--- config.mk ---
export PLATFORM = sky130hd
export DESIGN_NAME = tone_sequencer
export DESIGN_NICKNAME = d
export VERILOG_FILES = /design/src/rtl/tone_sequencer.sv
export SDC_FILE = /design/constraint.sdc
export NUM_CORES = 1
export LEC_CHECK = 0
export ABC_AREA = 1
export CAP_MARGIN = 30
export CORE_AREA = 2 2 90 92
export DETAILED_ROUTE_END_ITERATION = 12
export DIE_AREA = 0 0 92 94
export PLACE_DENSITY = 0.75
export SYNTH_ARGS = -nofsm -noshare
export SYNTH_HDL_FRONTEND = slang
export SYNTH_SLANG_ARGS = --single-unit
--- constraint.sdc ---
create_clock -name PCLK -period 3.72 [get_ports PCLK]
set_input_delay 0.744 -clock PCLK [delete_from_list [all_inputs] [get_ports PCLK]]
set_output_delay 0.744 -clock PCLK [all_outputs]
set_load 0.005 [all_outputs]
--- src/rtl/tone_sequencer.sv ---
// Turns each new sound code into one timed square-wave note followed by a silent gap.
// Reports busy while sounding/gapping and pulses note_done when a note completes.
module tone_sequencer #(
    parameter int NOTE_TICKS   = 2500000,
    parameter int GAP_TICKS    = 250000,
    parameter int HP_DIV_SHIFT = 0,
    parameter int CNT_W        = 24
) (
    input  logic       PCLK,
    input  logic       PRESET,
    input  logic [5:0] selection,
    input  logic       sound_reset,
    output logic       audio_out,
    output logic       busy,
    output logic       note_done
);

    typedef enum logic [1:0] {IDLE = 2'd0, PLAY = 2'd1, GAP = 2'd2} state_t;

    localparam logic [5:0]       SEL_OFF  = 6'h3F;
    localparam logic [CNT_W-1:0] NOTE_END = CNT_W'(NOTE_TICKS - 1);
    localparam logic [CNT_W-1:0] GAP_END  = (GAP_TICKS > 0) ? CNT_W'(GAP_TICKS - 1) : '0;

    state_t           state_q, state_d;
    logic [5:0]       sel_q, sel_d;
    logic [CNT_W-1:0] dur_q, dur_d;
    logic [16:0]      hp_cnt_q, hp_cnt_d;
    logic             audio_q, audio_d;
    logic             busy_q, busy_d;
    logic             done_q, done_d;

    logic [16:0] hp_raw, hp_last;
    logic [5:0]  hp_shift;
    logic        is_tone, chg;

    // Octave-0 half-periods at 25 MHz, C4..B4
    function automatic logic [16:0] note_hp(input logic [3:0] n);
        case (n)
            4'd0:    return 17'd47778;
            4'd1:    return 17'd45097;
            4'd2:    return 17'd42566;
            4'd3:    return 17'd40176;
            4'd4:    return 17'd37922;
            4'd5:    return 17'd35793;
            4'd6:    return 17'd33784;
            4'd7:    return 17'd31888;
            4'd8:    return 17'd30098;
            4'd9:    return 17'd28409;
            4'd10:   return 17'd26815;
            4'd11:   return 17'd25310;
            default: return 17'd1;
        endcase
    endfunction

    assign hp_shift = {4'b0, sel_q[5:4]} + 6'(HP_DIV_SHIFT);
    assign hp_raw   = note_hp(sel_q[3:0]) >> hp_shift;
    assign hp_last  = (hp_raw == 17'd0) ? 17'd0 : hp_raw - 17'd1;
    assign is_tone  = (sel_q[3:0] < 4'd12);
    assign chg      = (selection != sel_q);

    always_ff @(posedge PCLK or posedge PRESET) begin
        if (PRESET) begin
            state_q  <= IDLE;
            sel_q    <= SEL_OFF;
            dur_q    <= '0;
            hp_cnt_q <= '0;
            audio_q  <= 1'b0;
            busy_q   <= 1'b0;
            done_q   <= 1'b0;
        end else begin
            state_q  <= state_d;
            sel_q    <= sel_d;
            dur_q    <= dur_d;
            hp_cnt_q <= hp_cnt_d;
            audio_q  <= audio_d;
            busy_q   <= busy_d;
            done_q   <= done_d;
        end
    end

    always_comb begin
        state_d  = state_q;
        sel_d    = sel_q;
        dur_d    = dur_q;
        hp_cnt_d = hp_cnt_q;
        audio_d  = audio_q;
        done_d   = 1'b0;
        if (sound_reset) begin
            state_d  = IDLE;
            sel_d    = SEL_OFF;
            dur_d    = '0;
            hp_cnt_d = '0;
            audio_d  = 1'b0;
        end else if (chg) begin
            // Any new code, even mid-note or mid-gap, restarts from a clean note
            sel_d    = selection;
            dur_d    = '0;
            hp_cnt_d = '0;
            audio_d  = 1'b0;
            state_d  = (selection == SEL_OFF) ? IDLE : PLAY;
        end else begin
            case (state_q)
                PLAY: begin
                    if (dur_q == NOTE_END) begin
                        dur_d    = '0;
                        hp_cnt_d = '0;
                        audio_d  = 1'b0;
                        if (GAP_TICKS == 0) begin
                            state_d = IDLE;
                            done_d  = 1'b1;
                        end else begin
                            state_d = GAP;
                        end
                    end else begin
                        dur_d = dur_q + 1'b1;
                        if (!is_tone) begin
                            hp_cnt_d = '0;
                            audio_d  = 1'b0;
                        end else if (hp_cnt_q == hp_last) begin
                            hp_cnt_d = '0;
                            audio_d  = ~audio_q;
                        end else begin
                            hp_cnt_d = hp_cnt_q + 17'd1;
                        end
                    end
                end
                GAP: begin
                    audio_d  = 1'b0;
                    hp_cnt_d = '0;
                    if (dur_q == GAP_END) begin
                        dur_d   = '0;
                        state_d = IDLE;
                        done_d  = 1'b1;
                    end else begin
                        dur_d = dur_q + 1'b1;
                    end
                end
                default: begin
                    state_d  = IDLE;
                    dur_d    = '0;
                    hp_cnt_d = '0;
                    audio_d  = 1'b0;
                end
            endcase
        end
    end

    always_comb begin
        busy_d = (state_d != IDLE);
    end

    assign audio_out = audio_q;
    assign busy      = busy_q;
    assign note_done = done_q;

endmodule

==> flow_metrics.tcl <==
set metrics [dict create \
    worst_slew_pin_slew_ns 1.260 \
    io-pin-count 12 \
    total_power_w 0.001269 \
    dr.pass1.iters 6 \
    initialDrtViolationCount 290 \
    hp-class "register to register" \
    hold_violations 0 \
    die_w_um 92 \
    crit_required_ns 3.91 \
    grt_max_degree 37 \
    yosysUniqueCellTypes 41 \
    grt_pass1_vias 4058 \
    ys_warn_count 0 \
    insertion_delay_ns 0.31 \
    cts-root-buf "clkbuf_8" \
    cp_slowest_cell "dfstp_2" \
    setup_violations 0 \
    final_max_slew_viol_count 0 \
    place_congestion 0.9640 \
    fillers 703 \
    finalSetupTns_ns 0 \
    worstRegToRegCells 24 \
    path_class "register to register" \
    synth-seq-cells 52 \
    area_growth_pct 10.33 \
    num_vias 4274 \
    status "completed" \
    grt_pass1_wl_um 17880 \
    p_per_area_nw_per_um2 257.4 \
    maxCapViolCount 0 \
    hold_buffers 0 \
    max_stage_delay_ns 0.60 \
    drive_above_1_share_pct 15.88 \
    routed_wl_um 10810 \
    num_rows 32 \
    startpoint_type "register" \
    p_leak_nw 2.185 \
    dieArea_um2 8648 \
    grt_overflow 0 \
    cts-htree-levels 2 \
    final_net_count 700 \
    cpMostUsedCell "nand2_1" \
    hold_path_depth 1 \
    fin_crit_sh_pct 96.81 \
    fin_util_pct 64.80 \
    initial_core_util_pct 58.73 \
    syn_area_per_cell_um2 6.811 \
    final_design_area_no_fill_um2 4930 \
    peakVddDrop_mv 0.2374 \
    insertedDiodeCount 0 \
    via_per_inst 5.465 \
    wl_per_cell_um 13.82 \
    dp_hpwl_um 7801 \
    fin_worst_skew_ns 0.01350 \
    timing.slew.headroom_pct 15.61 \
    cp.arrival_ns 3.79 \
    syn-num-nets 677 \
    antenna_found_initial 0 \
    cts_tree "built" \
    cts_buffers 5 \
    endpoint_kind "register" \
    clk_path_buf_depth 2 \
    drc 0 \
    syn_inst 656 \
    fp.dieH_um 94 \
    yosysSeqAreaShare_pct 29.29 \
    crit_chain "clkinvlp_4, buf_4, ha_1, nand2_1, nand3_1, nand2_1, nand2_2, nand3_2, nand2_2, inv_1, ha_4, nand3_1, nor2_4, nand3_4, nand2_1, nand2_1, nand2_1, nand3_1, nor2_1, nand2_1, nor2_2, nand3_4, nand2_8, nor2_4" \
    core_um2 7607 \
    clkTransAtPathRegs_ns 0.10 \
    ant_nets 0 \
    track_usage_pct 25.16 \
    io_buffer_count 11 \
    min_period_ns 3.601 \
    cts_sinks 52 \
    fmax_mhz 277.7 \
    placed_area_um2 4636 \
    syn_area_um2 4468 \
    worstPathMaxFanout 12 \
]
[layout make-up]
class	instances	area [um2]	area share (%)
tap	102	127.6	2.589
clock buffer	5	68.82	1.396
multi-input combinational	502	2798	56.75
timing repair buffer	30	265.3	5.381
sequential	52	1309	26.55
clock inverter	3	23.77	0.4822
inverter	88	337.8	6.853
[through the flow]
step	hold slack (ns)	instances	worst slack, ns
finish	0.4595	782	0.1186
global route	0.4792	782	-0.1309
CTS	0.4630	767	0.03995
detailed placement	0.4506	759	0.07680
global placement	0.4483	758	0.2291
floorplan	0.4329	656	0.5301
[cells in the final DEF (no fill, tap or decap), types with 13 or more instances in the layout]
cell type / Yosys / layout
nand2_1: 172 / 171
nand3_1: 78 / 77
inv_1: 80 / 77
nor2_1: 65 / 65
dfrtp_1: 46 / 46
nand4_1: 21 / 21
xor2_1: 21 / 21
nor3_1: 18 / 18
buf_4: 0 / 18
nand2_2: 13 / 14
nor2_4: 12 / 13
[worst paths after layout]
check	startpoint	end	slack, ns
setup reg to reg	sel_q[1]	hp_cnt_q[11]	0.12
hold reg to reg	dur_q[0]	dur_q[0]	0.46
min in group asynchronous	PRESET	dur_q[3]	0.72
setup / recovery	sel_q[1]	hp_cnt_q[11]	0.12
hold / removal	dur_q[0]	dur_q[0]	0.46
max in group asynchronous	PRESET	sel_q[3]	2.43
[cells by family after synthesis]
kind of cell,Yosys count,synth area share [%]
adders and majority gates,12,3.360
DFF,52,29.29
and+or+nand+nor,421,45.84
buffers and inverters,106,10.59
xor gates and xnor gates,25,4.901
AOI/OAI and AO/OA,40,6.021
[per-layer routing]
layer / track usage, % / vias up / routed length [um]
met3: 2.568 / 22 / 470
li1: - / 2167 / -
met4: 6.343 / 0 / 223
met2: 46.69 / 111 / 5564
met5: 0 / - / 0
met1: 31.35 / 1974 / 4549
[state kept, by name (all words and copies together) (netlist names)]
name and count:
audio_out 1, busy 1, dur_q 24, hp_cnt_q 17, note_done 1, sel_q 6, state_q 2
[critical path, delay by kind of cell, from the launching register on]
kind          cells  cell delay [ns]
simple gates     19             2.08
buf+inv           3             0.42
fa+ha+maj         2             0.37
flops             1             0.60
[cell usage after synthesis (all sizes together)]
| master | instances | area, um2 |
|---|---|---|
| dfstp | 6 | 157.7 |
| xor2 | 21 | 183.9 |
| a21oi | 12 | 75.08 |
| buf | 15 | 131.4 |
| nor2 | 85 | 429.2 |
| clkinv | 1 | 3.750 |
| ha | 12 | 150.1 |
| nand3b | 3 | 22.52 |
| clkbuf | 3 | 11.26 |
| dfrtp | 46 | 1151 |
| nor3b | 5 | 37.54 |
| o21ai | 18 | 116.4 |
| inv | 87 | 326.6 |
| a211oi | 3 | 22.52 |
| o211ai | 2 | 15.01 |
| nor3 | 19 | 100.1 |
| a41oi | 1 | 8.760 |
| nor4 | 10 | 62.56 |
| nand4 | 21 | 131.4 |
| o21a | 3 | 22.52 |
| nand2 | 189 | 772.0 |
| a311oi | 1 | 8.760 |
| nand3 | 85 | 468.0 |
| xnor2 | 4 | 35.03 |
| or2 | 4 | 25.02 |
[report_power, final]
part	switching (W)	total, W	internal, W
logic	0.000232	0.000358	0.000125
clock network	0.000195	0.000329	0.000134
registers	0.00000934	0.000582	0.000573
total	0.000437	0.00127	0.000832
[repair_timing]
item,in CTS,in global routing
gates resized for setup,0,15
setup buffers,0,11
endpoints found under the setup margin,0,18
Power figures use the tool's default switching activity.
